`src/rtl/aut_pkg.sv`:
```
// Shared types and constants for the access-control stage.
package aut_pkg;

  localparam int AUT_W      = 3;
  localparam int CODE_W_DEF = 6;

  localparam logic [AUT_W-1:0] LVL_HI  = 3'b100;
  localparam logic [AUT_W-1:0] LVL_MID = 3'b010;
  localparam logic [AUT_W-1:0] LVL_LO  = 3'b001;

  typedef enum logic [2:0] {
    IDLE  = 3'd0,
    EVAL  = 3'd1,
    GRANT = 3'd2,
    DENY  = 3'd3,
    LOCK  = 3'd4
  } aut_state_t;

  // Highest set bit of the comparator result, as a one-hot level.
  function automatic logic [AUT_W-1:0] aut_level(input logic [AUT_W-1:0] aut);
    logic [AUT_W-1:0] lvl;
    if (aut[2]) begin
      lvl = LVL_HI;
    end else if (aut[1]) begin
      lvl = LVL_MID;
    end else if (aut[0]) begin
      lvl = LVL_LO;
    end else begin
      lvl = 3'b000;
    end
    return lvl;
  endfunction

endpackage

```
`src/rtl/aut_timer.sv`:
```
// Loadable down-counter shared by the GRANT and LOCK windows.
// Counts down to zero and then holds; zero flags the final cycle of a window.
module aut_timer #(
  parameter int W = 8
) (
  input  logic         clk,
  input  logic         rst,
  input  logic         load,
  input  logic [W-1:0] load_val,
  output logic         zero
);

  logic [W-1:0] cnt_q;
  logic [W-1:0] cnt_d;

  always_comb begin
    cnt_d = cnt_q;
    if (load) begin
      cnt_d = load_val;
    end else if (cnt_q != {W{1'b0}}) begin
      cnt_d = cnt_q - {{(W-1){1'b0}}, 1'b1};
    end else begin
      cnt_d = cnt_q;
    end
  end

  always_ff @(posedge clk) begin
    if (rst) begin
      cnt_q <= {W{1'b0}};
    end else begin
      cnt_q <= cnt_d;
    end
  end

  assign zero = (cnt_q == {W{1'b0}});

endmodule

```
`src/rtl/aut_access_controller.sv`:
```
// Access-control stage downstream of the authentication comparator.
// Optional lockout is built when AUT_LOCKOUT_EN is defined; otherwise locked is tied low.
module aut_access_controller
  import aut_pkg::*;
#(
  parameter int CODE_W       = CODE_W_DEF,
  parameter int GRANT_CYCLES = 100,
  parameter int FAIL_LIMIT   = 3,
  parameter int LOCK_CYCLES  = 200
) (
  input  logic                            clk,
  input  logic                            rst,
  input  logic [CODE_W-1:0]               code_in,
  input  logic                            submit,
  input  logic [AUT_W-1:0]                aut_in,
  output logic [CODE_W-1:0]               code_out,
  output logic                            grant,
  output logic [AUT_W-1:0]                access_level,
  output logic                            denied,
  output logic                            locked,
  output logic [$clog2(FAIL_LIMIT+1)-1:0] fail_cnt,
  output logic                            busy
);

  localparam int FCW  = $clog2(FAIL_LIMIT+1);
  localparam int TMAX = (GRANT_CYCLES > LOCK_CYCLES) ? GRANT_CYCLES : LOCK_CYCLES;
  localparam int TW   = $clog2(TMAX+1);

  localparam logic [FCW-1:0] FAIL_MAX  = FCW'(FAIL_LIMIT);
  localparam logic [TW-1:0]  GRANT_LD  = TW'(GRANT_CYCLES - 1);
`ifdef AUT_LOCKOUT_EN
  localparam logic [TW-1:0]  LOCK_LD   = TW'(LOCK_CYCLES - 1);
`endif

  aut_state_t       state_q, state_d;
  logic             submit_q;
  logic [CODE_W-1:0] code_q, code_d;
  logic             grant_q, grant_d;
  logic [AUT_W-1:0] level_q, level_d;
  logic             denied_q, denied_d;
  logic [FCW-1:0]   fail_q, fail_d;
  logic             busy_q, busy_d;
`ifdef AUT_LOCKOUT_EN
  logic             locked_q, locked_d;
`endif

  logic             submit_evt;
  logic [FCW-1:0]   fail_inc;
  logic             tmr_load;
  logic [TW-1:0]    tmr_val;
  logic             tmr_zero;

  assign submit_evt = submit & ~submit_q;
  assign fail_inc   = (fail_q == FAIL_MAX) ? fail_q : fail_q + {{(FCW-1){1'b0}}, 1'b1};

  aut_timer #(.W(TW)) u_timer (
    .clk      (clk),
    .rst      (rst),
    .load     (tmr_load),
    .load_val (tmr_val),
    .zero     (tmr_zero)
  );

  always_comb begin
    state_d  = state_q;
    code_d   = code_q;
    grant_d  = grant_q;
    level_d  = level_q;
    denied_d = denied_q;
    fail_d   = fail_q;
    tmr_load = 1'b0;
    tmr_val  = {TW{1'b0}};
`ifdef AUT_LOCKOUT_EN
    locked_d = locked_q;
`endif
    case (state_q)
      IDLE: begin
        if (submit_evt) begin
          code_d  = code_in;
          state_d = EVAL;
        end else begin
          state_d = IDLE;
        end
      end
      EVAL: begin
        if (aut_in != 3'b000) begin
          state_d  = GRANT;
          grant_d  = 1'b1;
          level_d  = aut_level(aut_in);
          fail_d   = {FCW{1'b0}};
          tmr_load = 1'b1;
          tmr_val  = GRANT_LD;
        end else begin
          fail_d = fail_inc;
`ifdef AUT_LOCKOUT_EN
          if (fail_inc == FAIL_MAX) begin
            state_d  = LOCK;
            locked_d = 1'b1;
            denied_d = 1'b1;
            tmr_load = 1'b1;
            tmr_val  = LOCK_LD;
          end else begin
            state_d  = DENY;
            denied_d = 1'b1;
          end
`else
          state_d  = DENY;
          denied_d = 1'b1;
`endif
        end
      end
      GRANT: begin
        if (tmr_zero) begin
          state_d = IDLE;
          grant_d = 1'b0;
          level_d = 3'b000;
        end else begin
          state_d = GRANT;
        end
      end
      DENY: begin
        denied_d = 1'b0;
        state_d  = IDLE;
      end
      LOCK: begin
`ifdef AUT_LOCKOUT_EN
        // denied was pulsed on entry; the lock window itself keeps it low.
        denied_d = 1'b0;
        if (tmr_zero) begin
          state_d  = IDLE;
          locked_d = 1'b0;
          fail_d   = {FCW{1'b0}};
        end else begin
          state_d = LOCK;
        end
`else
        state_d = IDLE;
`endif
      end
      default: begin
        state_d = IDLE;
      end
    endcase
    busy_d = (state_d != IDLE);
  end

  always_ff @(posedge clk) begin
    if (rst) begin
      state_q  <= IDLE;
      submit_q <= 1'b0;
      code_q   <= {CODE_W{1'b0}};
      grant_q  <= 1'b0;
      level_q  <= 3'b000;
      denied_q <= 1'b0;
      fail_q   <= {FCW{1'b0}};
      busy_q   <= 1'b0;
    end else begin
      state_q  <= state_d;
      submit_q <= submit;
      code_q   <= code_d;
      grant_q  <= grant_d;
      level_q  <= level_d;
      denied_q <= denied_d;
      fail_q   <= fail_d;
      busy_q   <= busy_d;
    end
  end

`ifdef AUT_LOCKOUT_EN
  always_ff @(posedge clk) begin
    if (rst) begin
      locked_q <= 1'b0;
    end else begin
      locked_q <= locked_d;
    end
  end
  assign locked = locked_q;
`else
  assign locked = 1'b0;
`endif

  assign code_out     = code_q;
  assign grant        = grant_q;
  assign access_level = level_q;
  assign denied       = denied_q;
  assign fail_cnt     = fail_q;
  assign busy         = busy_q;

endmodule
```
`config.mk`:
```
export PLATFORM = sky130hd
export DESIGN_NAME = aut_access_controller
export DESIGN_NICKNAME = d
export VERILOG_FILES = /design/src/rtl/aut_pkg.sv /design/src/rtl/aut_timer.sv /design/src/rtl/aut_access_controller.sv
export SDC_FILE = /design/constraint.sdc
export NUM_CORES = 1
export LEC_CHECK = 0
export BUFFER_PORTS_ARGS = -buffer_cell sky130_fd_sc_hd__buf_2
export CAP_MARGIN = 30
export CORE_ASPECT_RATIO = 0.75
export CORE_MARGIN = 2
export CORE_UTILIZATION = 30
export CTS_CLUSTER_SIZE = 40
export DETAILED_ROUTE_END_ITERATION = 10
export SYNTH_ARGS = -nofsm -noshare
export SYNTH_HDL_FRONTEND = slang
export SYNTH_SLANG_ARGS = --single-unit
```
`constraint.sdc`:
```
create_clock -name clk -period 2.45 [get_ports clk]
set_input_delay 0.49 -clock clk [delete_from_list [all_inputs] [get_ports clk]]
set_output_delay 0.49 -clock clk [all_outputs]
set_load 0.01 [all_outputs]
```
==> results.toml, run 1 <==
[sta]
fin_skew_ps = 4.72
grt_setup_unrepaired = "no"
tns_ps = 0
setup_violations = 0
timing.final.crit_share_pct = 71.4
slew_headroom_pct = 62.0
worst_slack_ps = 701
fmax_mhz = 572
hold_viol_final = 0
final_max_slew_viol_count = 0
worstMarginPinSlew_ps = 564
finalWorstPathRequiredPeriod_ps = 1750
hold_slack_ps = 447

[power_and_ir_drop]
internal_power_mw = 0.821
p_leak_nw = 0.575
p_switching_mw = 0.462
ir_drop_uv = 370
power_frac_seq_pct = 44.6
power_mw = 1.28
swShare_pct = 36.0
clkPwrFrac_pct = 18.6
power_density_nw_per_um2 = 969
comb_power_share_pct = 36.8

[critical_path]
cp-start-kind = "flop"
critPathKind = "reg -> reg"
r2r_start = "u_timer.cnt_q[0]$_SDFFE_PP0P_"
worstRegToRegCells = 5
reg2reg_to = "busy$_SDFF_PP0_"
critPathMaxStageDelay_ps = 630
crit_arrival_ps = 1890
cp_cell_sequence = "inv_1 > ha_1 > or4b_2 > o21ai_0 > a31oi_1"
crit_required_ps = 2590
crit_buf_inv = 1
path_max_fanout = 5
endpoint_kind = "flop"
r2r_slack_ps = 700
critical-path-top-delay-family = "simple AND/OR/NAND/NOR gates"
slowest_stage = "or4b_2"

[logic_synthesis]
ys_seq_area_share_pct = 45.2
ys_async_sr_fraction_pct = 0
synth_top_family_by_area = "simple AND/OR/NAND/NOR gates"
netlist.area_leader.share_pct = 45.2
netlist_area_um2 = 1110
synth_edf_count = 0
yosys.area_share.simple_pct = 22.6
avgSynthCellArea_um2 = 9.45
synth_flop_cell = "dfxtp_1"
syn_nets = 132
synth_compound_area_share_pct = 19.7
yosysTopAreaCell = "dfxtp_1"
ys_seq_elements = 25
yosysWarnings = 0
ys_top_cells_by_area = "dfxtp_1, mux2i_1, a21oi_1"
synthXorXnorAreaFrac_pct = 0
synth_adder_area_share_pct = 3.39
synth_cell_types = 38
muxShareOfSynthArea_pct = 5.43
syn_inst = 117

[placed_design]
place_ws_ps = 718
placed_cell_area_um2 = 1280
portBuffers = 25
hpwlAfterDp_um = 1860
dp.cells = 190
gp_congestion = 0.850

[cts]
clockBufferDepth = 2
clk_latency_ps = 270
cts_resized = 0
root_buffer = "clkbuf_8"
clock_sinks = 25
cts_buffers = 3
cts_tree = "built"
postCtsHoldBufs = 0
cts.clk_slew.worst_paths_ps = 80
htreeDepth = 1
cts_setup_buffers = 0

[route]
wl_met3_um = 134
drc = 0
routed_via_density = 5.01
met2RoutedLength_um = 1090
totalWireLength_um = 2490
vias = 971
wl_met1_um = 1230
antenna_left = 0
drt-wirelength-per-cell_um = 12.8
drt_iter0_drc = 20
top_layer_used = "met4"
drt_first_pass_iters = 4

[status]
status = "finished clean"

[die]
io_pins = 27
fp.dieH_um = 56.6
fp.dieW_um = 74.1
dieArea_um2 = 4190
rows = 19
core_area_um2 = 3590
initial_utilization_pct = 30.8

[final_layout]
drive_gt1_share_pct = 22.5
multi_input_area_um2 = 569
finalNonFillerCells = 194
syn2layout_area_growth_pct = 19.7
nNetsFinal = 158
post-route-cell-area_um2 = 1320
fillCellCount = 365
layout.area.seq_um2 = 500
final_util_pct = 36.9
n_antenna_cell = 0

[min_path]
hp-class = "in -> reg"
hold_start = "code_in[5]"
holdPathStages = 3
min_to = "code_out[5]$_SDFFE_PP0N_"

[global_route]
grt_pass1_vias = 906
grt_pass1_wl_um = 4060
gr-total-overflow = 0
grt_antenna_before_repair = 0
grt.total_usage_pct = 12.8
grt_max_degree = 21

[flow_run]
maxCapViolations = 0
synthesized netlist by cell type, types with 2 or more instances:
| cell | number |
|---|---|
| a32o_1 | 3 |
| nand2b_1 | 3 |
| o211ai_1 | 2 |
| clkbuf_1 | 2 |
| o31ai_1 | 2 |
| nand2_1 | 3 |
| nor2b_1 | 5 |
| nor3b_1 | 2 |
| o311ai_0 | 2 |
| a21oi_1 | 11 |
| inv_1 | 3 |
| ha_1 | 3 |
| o21ai_0 | 7 |
| nor2_1 | 8 |
| nor4b_1 | 2 |
| or3_1 | 3 |
| nor3_1 | 4 |
| mux2i_1 | 6 |
| or4_1 | 3 |
| dfxtp_1 | 25 |
power groups by stage:
stage               Combinational, mW  Sequential [mW]  Clock (mW)
floorplan                       0.374            0.564           0
CTS                             0.468            0.570       0.250
finish                          0.473            0.572       0.239
detailed placement              0.467            0.578           0
global route                    0.532            0.585       0.264
global placement                0.466            0.576           0
placed cells by master (no fill, tap or decap):
cell type   n
a32o_1      3
o31ai_1     2
clkbuf_1    1
nand2_1     3
o211ai_1    2
o311ai_0    2
nor3_1      4
a2111o_1    1
nor2b_1     5
a31oi_1     1
a21boi_0    1
or4_1       3
buf_2      25
ha_1        3
o211a_1     1
nand2b_1    3
a211oi_1    1
a21oi_1    11
dfxtp_1    25
or4b_2      1
or3b_2      1
inv_1       3
nor3b_1     2
nand4b_1    1
or3_1       3
buf_4       1
nor2_1      8
conb_1      1
or4b_1      1
nor4_1      1
or3_2       1
clkbuf_8    3
o21ai_0     7
nand3_1     1
mux2i_1     6
o21bai_1    1
nor4b_1     2
or3b_1      1
state kept, by name, summed over array words and instances (netlist names):
name,cells
u_timer.cnt_q,8
code_out,6
access_level,3
fail_cnt,2
state_q,2
busy,1
denied,1
grant,1
submit_q,1
worst reg2reg max path, delay by kind of cell (launching register included):
kind | cells | cell delay, ps
compound gates | 2 | 340
fa+ha+maj | 1 | 210
buf+inv | 1 | 100
flops | 1 | 340
simple gates | 1 | 630
routing by layer:
layer | up-vias | GRT usage [%]
met5 | - | 0
met4 | 0 | 5.71
met3 | 2 | 4.85
met2 | 22 | 19.1
met1 | 460 | 16.2
li1 | 487 | -
cell families (layout without fill, tap and decap cells):
logic type	count (synthesis)	after routing
mux	6	6
buf+inv	8	33
simple gates	41	41
compound gates	33	33
fa+ha+maj	3	3
flops	25	25
other cells	1	1
layout make-up:
cell class	count	share of cell area [%]
clock buffer	4	3.40
timing repair buffer	26	10.0
sequential	25	37.8
multi-input combinational	84	43.0
inverter	3	0.851
tap	52	4.91
worst max-delay path by stage:
stage,start,to,slack (ps),cells after the start
after global routing,u_timer.cnt_q[0]$_SDFFE_PP0P_,busy$_SDFF_PP0_,550,5
after global placement,u_timer.cnt_q[0]$_SDFFE_PP0P_,busy$_SDFF_PP0_,760,5
after floorplan,u_timer.cnt_q[0]$_SDFFE_PP0P_,busy$_SDFF_PP0_,840,5
final,u_timer.cnt_q[0]$_SDFFE_PP0P_,busy$_SDFF_PP0_,700,5
after CTS,u_timer.cnt_q[0]$_SDFFE_PP0P_,busy$_SDFF_PP0_,710,5
after detailed placement,u_timer.cnt_q[0]$_SDFFE_PP0P_,busy$_SDFF_PP0_,720,5
Power figures use the tool's default switching activity.
==> run 2, diff against run 1 <==
--- a/config.mk
+++ b/config.mk
@@ -5,6 +5,7 @@
 export SDC_FILE = /design/constraint.sdc
 export NUM_CORES = 1
 export LEC_CHECK = 0
+export ABC_AREA = 1
 export BUFFER_PORTS_ARGS = -buffer_cell sky130_fd_sc_hd__buf_2
 export CAP_MARGIN = 30
 export CORE_ASPECT_RATIO = 0.75
==> constraint.sdc (replaced) <==
create_clock -name clk -period 1.79 [get_ports clk]
set_input_delay 0.358 -clock clk [delete_from_list [all_inputs] [get_ports clk]]
set_output_delay 0.358 -clock clk [all_outputs]
set_load 0.01 [all_outputs]
==> results.toml, run 2 <==
[final_layout]
syn2layout_area_growth_pct = 18.6
top_register = "u_timer.cnt_q"
largest_reg_flops = 8
drive_gt1_share_pct = 23.8
nNetsFinal = 197
final_cell_mix = "inv_1, dfxtp_1, buf_2"
n_antenna_cell = 0

[cts]
clockBufferDepth = 2
cts_buffers = 3
clk_latency_ps = 260
cts_tree = "built"
clock_sinks = 25
cts.clk_slew.worst_paths_ps = 80
htreeDepth = 1
postCtsHoldBufs = 0
cts_setup_buffers = 0
root_buffer = "clkbuf_8"
cts_resized = 0

[logic_synthesis]
synth_cell_types = 24
yosysTopAreaCell = "dfxtp_1"
ys_seq_area_share_pct = 43.1
synthXorXnorAreaFrac_pct = 0.754
synth_adder_area_share_pct = 3.23
synth_compound_area_share_pct = 13.1
muxShareOfSynthArea_pct = 0
yosysWarnings = 0
synth_flop_cell = "dfxtp_1"
netlist.area_leader.share_pct = 43.1
synth.top_cells.by_count = "dfxtp_1, inv_1, nand2_1"
netlist_area_um2 = 1160
ys_async_sr_fraction_pct = 0
ys_seq_elements = 25
syn_inst = 155
ys_top_cells_by_area = "dfxtp_1, inv_1, nand2_1"
avgSynthCellArea_um2 = 7.49
syn_nets = 170
synth_edf_count = 0
yosys.area_share.simple_pct = 29.1
synth_top_family_by_area = "simple AND/OR/NAND/NOR gates"

[route]
drt_iter0_drc = 46
vias = 1013
routed_via_density = 4.35
drt-wirelength-per-cell_um = 9.52
totalWireLength_um = 2220
antenna_left = 0
drt_first_pass_iters = 4
drc = 0

[min_path]
hold_start = "submit"
hp-class = "in -> reg"

[global_route]
grt_max_degree = 16
grt.total_usage_pct = 11.2
grt_antenna_before_repair = 0
grt_pass1_wl_um = 3820
gr-total-overflow = 0
grt_pass1_vias = 899

[sta]
fmax_mhz = 759
finalWorstPathRequiredPeriod_ps = 1320
grt_setup_unrepaired = "no"
hold_viol_final = 0
worst_slack_ps = 472
hold_slack_ps = 323
tns_ps = 0
timing.final.crit_share_pct = 73.6
fin_skew_ps = 2.13
final_max_slew_viol_count = 0
setup_violations = 0

[die]
fp.dieH_um = 57.9
rows = 19
fp.dieW_um = 75.8
io_pins = 27
core_area_um2 = 3680
initial_utilization_pct = 31.5
dieArea_um2 = 4390

[critical_path]
startpoint = "u_timer.cnt_q[0]$_SDFFE_PP0P_"
critPathKind = "reg -> reg"
cp-start-kind = "flop"
r2r_start = "u_timer.cnt_q[0]$_SDFFE_PP0P_"
endpoint_kind = "flop"
path_max_fanout = 7
crit_arrival_ps = 1470
crit_required_ps = 1940

[placed_design]
place_ws_ps = 475
gp_congestion = 0.790
hpwlAfterDp_um = 1750
portBuffers = 25

[power_and_ir_drop]
power_density_nw_per_um2 = 1320
power_mw = 1.81
ir_drop_uv = 480
p_leak_nw = 0.648

[status]
status = "finished clean"

[flow_run]
maxCapViolations = 0
==> run 2: cell types whose count changed in the layout (fill, tap and decap cells not counted), moves of 4 or more <==
| cell | before | now |
|---|---|---|
| inv_1 | 3 | 25 |
| nand2_1 | 3 | 23 |
| nor2_1 | 8 | 17 |
| nand3_1 | 1 | 9 |
| mux2i_1 | 6 | 0 |
| nor2b_1 | 5 | 0 |
| a21oi_1 | 11 | 15 |
| nor2_4 | 0 | 4 |
==> run 2: cells by family after synthesis <==
logic type,Yosys count
AND/OR/NAND/NOR,66
XOR/XNOR,1
flip-flops,25
adder cells (fa/ha/maj),3
AO/OA/AOI/OAI,29
other,1
buffers and inverters,30
==> run 2: area by class of cell <==
class                           count  area (um2)
Fill cell                         393        2310
Inverter                           27         101
Multi-Input combinational cell    100         541
Timing Repair Buffer               25         125
Tap cell                           52        65.1
Sequential cell                    25         500
Clock buffer                        4        45.0
==> run 2: worst max-delay path, cell delays in order (launching register included) <==
cell     delay, ps
dfxtp_1        310
inv_1          110
ha_1           180
nand3_1        140
nor2_4         210
nor2_1          60
nor2_1         120
o21ai_1         70
==> run 2: report_power, final <==
group / internal (mW) / switching, mW / total, mW
registers: 0.668 / 0.0686 / 0.736
clock network: 0.159 / 0.163 / 0.321
logic: 0.277 / 0.479 / 0.757
==> run 2: worst paths after layout <==
path	end	slack (ps)	cells past startpoint
max reg2reg	busy$_SDFF_PP0_	470	7
min reg2reg	code_out[4]$_SDFFE_PP0N_	450	2
min	submit_q$_SDFF_PP0_	320	3
max	busy$_SDFF_PP0_	470	7
==> run 2: layer usage <==
layer	track usage (%)	up-vias	routed length [um]
li1	-	541	-
met5	0	-	0
met2	16.0	29	903
met1	16.1	443	1140
met4	1.50	0	0
met3	4.70	0	170
==> run 2: per-stage QoR <==
stage | utilization, % | cell area, um2 | std cells
after global routing | 37.4 | 1380 | 233
after CTS | 37.4 | 1380 | 233
after global placement | 36.2 | 1330 | 229
final | 37.4 | 1380 | 233
after floorplan | - | 1160 | 155
after detailed placement | 36.2 | 1330 | 229
